[config.mk]
export PLATFORM = sky130hd
export DESIGN_NAME = mem_wb_skid_reg
export DESIGN_NICKNAME = d
export VERILOG_FILES = /design/src/rtl/mem_wb_skid_reg.sv
export SDC_FILE = /design/constraint.sdc
export NUM_CORES = 1
export LEC_CHECK = 0
export BUFFER_PORTS_ARGS = -buffer_cell sky130_fd_sc_hd__buf_2
export CAP_MARGIN = 20
export CORE_UTILIZATION = 58
export CTS_CLUSTER_SIZE = 25
export DETAILED_ROUTE_END_ITERATION = 8
export GPL_ROUTABILITY_DRIVEN = 0
export HOLD_SLACK_MARGIN = 0.12
export PLACE_DENSITY = 0.85
export SYNTH_ARGS = -nofsm -noshare
export SYNTH_HDL_FRONTEND = slang
export SYNTH_SLANG_ARGS = --single-unit
[constraint.sdc]
create_clock -name clk -period 2.42 [get_ports clk]
set_input_delay 0.363 -clock clk [delete_from_list [all_inputs] [get_ports clk]]
set_output_delay 0.363 -clock clk [all_outputs]
set_load 0.05 [all_outputs]
[src/rtl/mem_wb_skid_reg.sv]
// rtl/mem_wb_skid_reg.sv - MEM/WB boundary as a two-entry skid buffer with valid/ready handshake
module mem_wb_skid_reg #(
   parameter int                 ADDR_W         = 30,
   parameter int                 DATA_W         = 32,
   parameter int                 REG_ADDR_W     = 5,
   parameter int                 CTRL_W         = 2,
   parameter int                 EXP_W          = 3,
   parameter logic [EXP_W-1:0]   EXP_MISS_ALIGN = EXP_W'(2),
   parameter int                 CNT_W          = 16
) (
   input  logic                  clk,
   input  logic                  reset,
   input  logic                  flush,
   input  logic                  in_valid,
   output logic                  in_ready,
   input  logic [ADDR_W-1:0]     in_pc,
   input  logic                  in_en,
   input  logic                  in_br_flag,
   input  logic [CTRL_W-1:0]     in_ctrl_op,
   input  logic [REG_ADDR_W-1:0] in_dst_addr,
   input  logic                  in_gpr_we_,
   input  logic [EXP_W-1:0]      in_exp_code,
   input  logic [DATA_W-1:0]     in_data,
   input  logic                  in_miss_align,
   output logic                  out_valid,
   input  logic                  out_ready,
   output logic [ADDR_W-1:0]     out_pc,
   output logic                  out_en,
   output logic                  out_br_flag,
   output logic [CTRL_W-1:0]     out_ctrl_op,
   output logic [REG_ADDR_W-1:0] out_dst_addr,
   output logic                  out_gpr_we_,
   output logic [EXP_W-1:0]      out_exp_code,
   output logic [DATA_W-1:0]     out_data,
   output logic [CNT_W-1:0]      stall_cnt
);

   localparam int PAY_W = ADDR_W + 2 + CTRL_W + REG_ADDR_W + 1 + EXP_W + DATA_W;
   // Idle payload: everything zero except the active-low write enable.
   localparam logic [PAY_W-1:0] PAY_DEFAULT =
      {{(ADDR_W + 2 + CTRL_W + REG_ADDR_W){1'b0}}, 1'b1, {(EXP_W + DATA_W){1'b0}}};

   typedef enum logic [1:0] {S_EMPTY, S_ONE, S_TWO} state_t;

   state_t           r_state;
   logic [PAY_W-1:0] r_main;
   logic [PAY_W-1:0] r_skid;
   logic             r_in_ready;
   logic             r_out_valid;
   logic [CNT_W-1:0] r_stall_cnt;
   logic [PAY_W-1:0] w_cap;
   logic             w_accept;
   logic             w_pop;

   assign w_accept = in_valid & r_in_ready & ~flush;
   assign w_pop    = r_out_valid & out_ready & ~flush;

   // A misaligned access becomes a harmless exception entry: no GPR/control side effects.
   assign w_cap = in_miss_align
      ? {in_pc, in_en, in_br_flag, {CTRL_W{1'b0}}, {REG_ADDR_W{1'b0}}, 1'b1,
         EXP_MISS_ALIGN, {DATA_W{1'b0}}}
      : {in_pc, in_en, in_br_flag, in_ctrl_op, in_dst_addr, in_gpr_we_,
         in_exp_code, in_data};

   always_ff @(posedge clk) begin
      if (reset || flush) begin
         r_state     <= S_EMPTY;
         r_main      <= PAY_DEFAULT;
         r_skid      <= PAY_DEFAULT;
         r_in_ready  <= 1'b1;
         r_out_valid <= 1'b0;
      end else begin
         case (r_state)
            S_EMPTY: begin
               if (w_accept) begin
                  r_main      <= w_cap;
                  r_state     <= S_ONE;
                  r_out_valid <= 1'b1;
               end
            end
            S_ONE: begin
               if (w_accept && w_pop) begin
                  r_main <= w_cap;
               end else if (w_accept) begin
                  r_skid     <= w_cap;
                  r_state    <= S_TWO;
                  r_in_ready <= 1'b0;
               end else if (w_pop) begin
                  r_main      <= PAY_DEFAULT;
                  r_state     <= S_EMPTY;
                  r_out_valid <= 1'b0;
               end
            end
            S_TWO: begin
               if (w_pop) begin
                  r_main     <= r_skid;
                  r_skid     <= PAY_DEFAULT;
                  r_state    <= S_ONE;
                  r_in_ready <= 1'b1;
               end
            end
            default: begin
               r_state     <= S_EMPTY;
               r_main      <= PAY_DEFAULT;
               r_skid      <= PAY_DEFAULT;
               r_in_ready  <= 1'b1;
               r_out_valid <= 1'b0;
            end
         endcase
      end
   end

   // Counts WB back-pressure; survives flush so stalls stay visible across redirects.
   always_ff @(posedge clk) begin
      if (reset) begin
         r_stall_cnt <= '0;
      end else if (r_out_valid && !out_ready && !(&r_stall_cnt)) begin
         r_stall_cnt <= r_stall_cnt + CNT_W'(1);
      end
   end

   assign in_ready  = r_in_ready;
   assign out_valid = r_out_valid;
   assign stall_cnt = r_stall_cnt;
   assign {out_pc, out_en, out_br_flag, out_ctrl_op, out_dst_addr, out_gpr_we_,
           out_exp_code, out_data} = r_main;

endmodule

Word level (Yosys, flattened, before mapping)
Index checks and enable logic that the tools add are counted.
Storage, ports and cells
  bits in registers: 170
  word-level logic and storage cells: 61
  input port bits: 81
Cells by class
  reductions and logical operators: 12
  equal/unequal tests: 11
  bitwise gates (word level): 7
  mux-type cells: 24
  $add $sub $neg: 1
Operators with widths (count)
  $mux 75: 6
  $pmux 75 s3: 2
  $mux 43: 1
  $add 16x1->16 const B: 1
  $reduce_and 16->1: 1
  $ne 2x2->1 const B: 6
  $reduce_and 4->1: 3
  $mux 2: 5
  $ne 3x3->1 const B: 3
  $mux 1: 7
  $pmux 1 s3: 2
  $pmux 2 s3: 1
  $reduce_and 5->1: 1
  $and 1x1->1: 4
  $logic_and 1x1->1: 3
  $not 1->1: 3
  $eq 2x1->1 const B: 1
  $eq 2x2->1 const B: 1
  $logic_not 1->1: 2
  $logic_not 2->1: 1
  $logic_or 1x1->1: 1

Logic depth before layout (Yosys ltp)
  depth in word-level cells: 6
  depth in mapped cells: 8
  mapped depth without buffers: 5

Worst setup path after synthesis
No wires, ideal clock.
  path kind: register to register
  start point: register r_stall_cnt[0] (netlist: stall_cnt[0])
  end point: register r_stall_cnt[5] (netlist: stall_cnt[5])
  setup slack: 0.378 ns
  required time: 2.350 ns
  clock period less this slack: 2.042 ns
  setup time: 0.070 ns
  arrival time: 1.972 ns
  stages on the path, launching flop included: 6
  path buffers: 0
  cells stage by stage: dfxtp_1 ha_1 nand3_1 nor4_1 o21ai_0 a21oi_1
Between the ends
  word-level cells in the longest chain between the ends: 3
Ends and longest elaborated chain
  start, declared: RTL line 50  | logic [CNT_W-1:0] r_stall_cnt;
  start signal, assigned: RTL line 118  | r_stall_cnt <= r_stall_cnt + CNT_W'(1);
  parallel branches: the longest is 3 deep, another holds $add 16x1->16
Several ways; the timed one is not identified.
A chain may end at the register's enable or synchronous reset.

Final worst setup path
  start point: register r_out_valid (netlist: out_valid)
  end point: register r_main[6]
Between the ends
  word-level cells in the longest chain between the ends: 5
Ends and longest elaborated chain
  start, declared: RTL line 49  | logic r_out_valid;
  start signal, assigned: RTL line 71  | r_out_valid <= 1'b0;
  start signal, assigned: RTL line 78  | r_out_valid <= 1'b1;
  start signal, assigned: RTL line 91  | r_out_valid <= 1'b0;
  $and 1x1->1 (*) (2 in series): RTL line 56  | assign w_pop = r_out_valid & out_ready & ~flush;
  $logic_and 1x1->1: RTL line 82  | if (w_accept && w_pop) begin
  $ne 3x3->1 (no line) or $mux 75 (tied branches)
  $reduce_and 4->1 (no line) or $pmux 75 s3 (tied branches)
  end signal, assigned: RTL line 76  | r_main <= w_cap;
  end signal, assigned: RTL line 83  | r_main <= w_cap;
  end signal, assigned: RTL line 96  | r_main <= r_skid;
  end, declared: RTL line 46  | logic [PAY_W-1:0] r_main;
Mark *: on every way between the ends. The rest lies on a longest branch, timed or not.

==> results.toml <==
[synth]
synthTopCellsByArea = "dfxtp_1, mux2i_1, nand2_1, o2bb2ai_1, a2bb2oi_1"
synth_flop_cell = "dfxtp_1"
synth.top_cell.area_share_pct = 43.4
synth_seq_cells = 170
ys_seq_area_share_pct = 43.4
yosys.area.top_type = "dfxtp_1"
synth_nets = 898
synth_async_sr_flop_share_pct = 0
synth_area_mm2 = 0.00785
synth_cells = 816
synth_area_per_cell_um2 = 9.61
yosysWarningCount = 0
synth_edf_count = 0
yosysUniqueCellTypes = 56

[clock_tree]
clkLatencyLatePin_ps = 430
cts_tree = "built"
h-tree-depth = 4
clock_tree.buffer_depth = 2
hold_buffers = 0
cts.sinks = 170
cts_resized = 0
cts_setup_buffers = 0
clockRootBuffer = "clkbuf_16"
clk_pin_slew_ps = 70
numCtsBuffers = 17

[power_and_ir_drop]
p_sw_share_pct = 23.6
switching_power_mw = 1.46
comb_power_share_pct = 8.0
p_int_mw = 4.75
powerDensity_mw_per_mm2 = 657
p_leak_nw = 3.91
p_clk_share_pct = 46.2
peakVddDrop_mv = 0.544
sequentialPowerShare_pct = 45.7

[place]
dp_hpwl_mm = 11.5
dp_cells = 1121
dpl_cell_area_mm2 = 0.00883
portBuffers = 173

[worst_setup_path]
rr_startpoint = "out_valid"
crit_type = "reg2reg"
crit_path_end_kind = "flip-flop"
required_ps = 2780
cp-start-kind = "flip-flop"
critPathArrivalTime_ps = 2480
cp_max_fo = 42
crit_start = "out_valid"

[hold_path]
hold_path_class = "in2reg"
hp-start = "in_pc[12]"

[timing]
clock.fmax_mhz = 471
slew_headroom_pct = 28.4
finalHoldViolations = 0
finalCritPeriodShare_pct = 87.7
worstMarginPinSlew_ps = 1070
rsz0062_at_grt = "false"
fin_crit_ps = 2120
setup_violations = 0
finClkSkew_ps = 9.28
fin_tns_setup_ps = 0
drv_slew = 0

[grt]
antenna_found_initial = 0
grtUsageMet1_pct = 35.1
met3_usage_pct = 5.26
grt_overflow_total = 0
grt_busiest_layer = "met2"
grt_pass1_wl_mm = 30.4
grt_max_degree = 76
use_met2_pct = 43.9
grt_pass1_vias = 6237
gr-usage-all-layers_pct = 26.7

[cells_and_area]
drive_above_1_share_pct = 25.0
nNetsFinal = 1046
area_delta_synth_final_pct = 20.5
antennaDiodeCount = 0
post_layout_nonfiller_instances = 1153
final_area_mm2 = 0.00946
fin_util_pct = 71.4

[drt]
wl_per_cell_um = 15.7
drt_wl_total_mm = 18.2
ant_nets = 0
drt_iter0_markers = 447
num_vias = 6608
drcViolationCount = 0
vias_per_cell = 5.73
first_pass_iters = 4

[floorplanning]
start_util_pct = 59.2
core_mm2 = 0.0132
die-area_mm2 = 0.0140
rows = 42
ios = 174
chipHeight_um = 118
die_x_um = 118

[job]
cap_viol_max_count = 0

[run_status]
status = "completed"
-- flip-flops by register name (all words and copies together), names as in the netlist --
| name | flops |
|---|---|
| in_ready | 1 |
| r_state | 2 |
| stall_cnt | 16 |
| r_main | 75 |
| r_skid | 75 |
| out_valid | 1 |
-- worst max-delay path: stages, from the launching register on --
cell and delay [ps]:
dfxtp_1 540, nand2_1 260, nor2_4 880, a2bb2oi_1 180, o2bb2ai_1 180
-- cell families (layout without fill, tap and decap cells) --
| logic type | after synthesis | count (layout) | synth area share [%] |
|---|---|---|---|
| multiplexers | 120 | 120 | 15.3 |
| adder cells (fa/ha/maj) | 1 | 1 | 0.159 |
| AND/OR/NAND/NOR | 257 | 257 | 15.7 |
| flip-flops | 170 | 170 | 43.4 |
| XOR/XNOR | 1 | 1 | 0.112 |
| buffers and inverters | 71 | 232 | 5.09 |
| AO/OA/AOI/OAI | 196 | 196 | 20.3 |
-- cells in the mapped netlist (3+ instances only) --
library cell  number
a211oi_1           3
a21o_1            33
a21oi_1           16
a22o_1            32
a2bb2oi_1         41
and2_1             3
and4_1             3
buf_2             25
buf_4             15
buf_6              6
clkbuf_1          21
dfxtp_1          170
inv_1              4
mux2i_1          119
nand2_1          156
nand3_1            6
nand4_1            5
nor2_1            11
nor2b_1           43
nor3_1             4
o21ai_0           10
o2bb2ai_1         42
or3_1              8
-- final timing paths --
| path | to | slack (ps) | cells past startpoint |
|---|---|---|---|
| setup / recovery | r_main[6] | 300 | 4 |
| hold / removal | r_skid[57] | 190 | 3 |
| setup reg to reg | r_main[6] | 300 | 4 |
| hold reg to reg | r_main[70] | 450 | 1 |
-- area by class of cell --
class,count,area (µm²)
clock inverters,10,140
well taps,176,220
clock buffers,22,484
multi-input cells,575,4100
inverters,4,15.0
fillers,1040,3790
repair buffers,196,1090
flip-flops and latches,170,3410
-- routing by layer --
metal  share of wire [%]  wire length, µm  up-vias
met5                   0                0        -
met4                 1.6              289        0
met3                 5.5              994       29
met2                  47             8520      216
met1                  46             8350     3138
li1                    -                -     3225
-- placed cells by master (no fill, tap or decap), drive strengths merged, types with 3 or more instances in the layout --
cell type,netlist,routed
inv,4,4
o21ai,12,12
and4,3,3
or2,3,3
clkbuf,21,22
o31ai,3,3
a22o,32,32
buf,46,196
a211oi,4,4
nand3,6,6
and2,3,3
nor2,11,11
nor3,5,5
nand2,156,156
a21o,33,33
nor2b,43,43
mux2i,119,119
dfxtp,170,170
a2bb2oi,41,41
or3,8,8
o2bb2ai,42,42
clkinv,0,7
bufinv,0,3
a21oi,16,16
nand4,6,6
-- stage by stage --
stage	setup WS, ps	hold slack [ps]	power (mW)
2_1_floorplan	378	434	3.24
3_3_place_gp	339	427	3.40
3_5_place_dp	273	434	3.40
4_1_cts	317	182	6.24
5_1_grt	91.4	190	6.39
6_report	297	195	6.21
-- power groups by stage --
| stage | combinational (mW) | clock [mW] | sequential (mW) |
|---|---|---|---|
| 2_1_floorplan | 0.256 | 0 | 2.98 |
| 3_3_place_gp | 0.493 | 0 | 2.90 |
| 3_5_place_dp | 0.497 | 0 | 2.90 |
| 4_1_cts | 0.501 | 2.90 | 2.84 |
| 5_1_grt | 0.540 | 3.01 | 2.84 |
| 6_report | 0.499 | 2.87 | 2.84 |
Note: power is estimated with default switching activity, not from simulation.
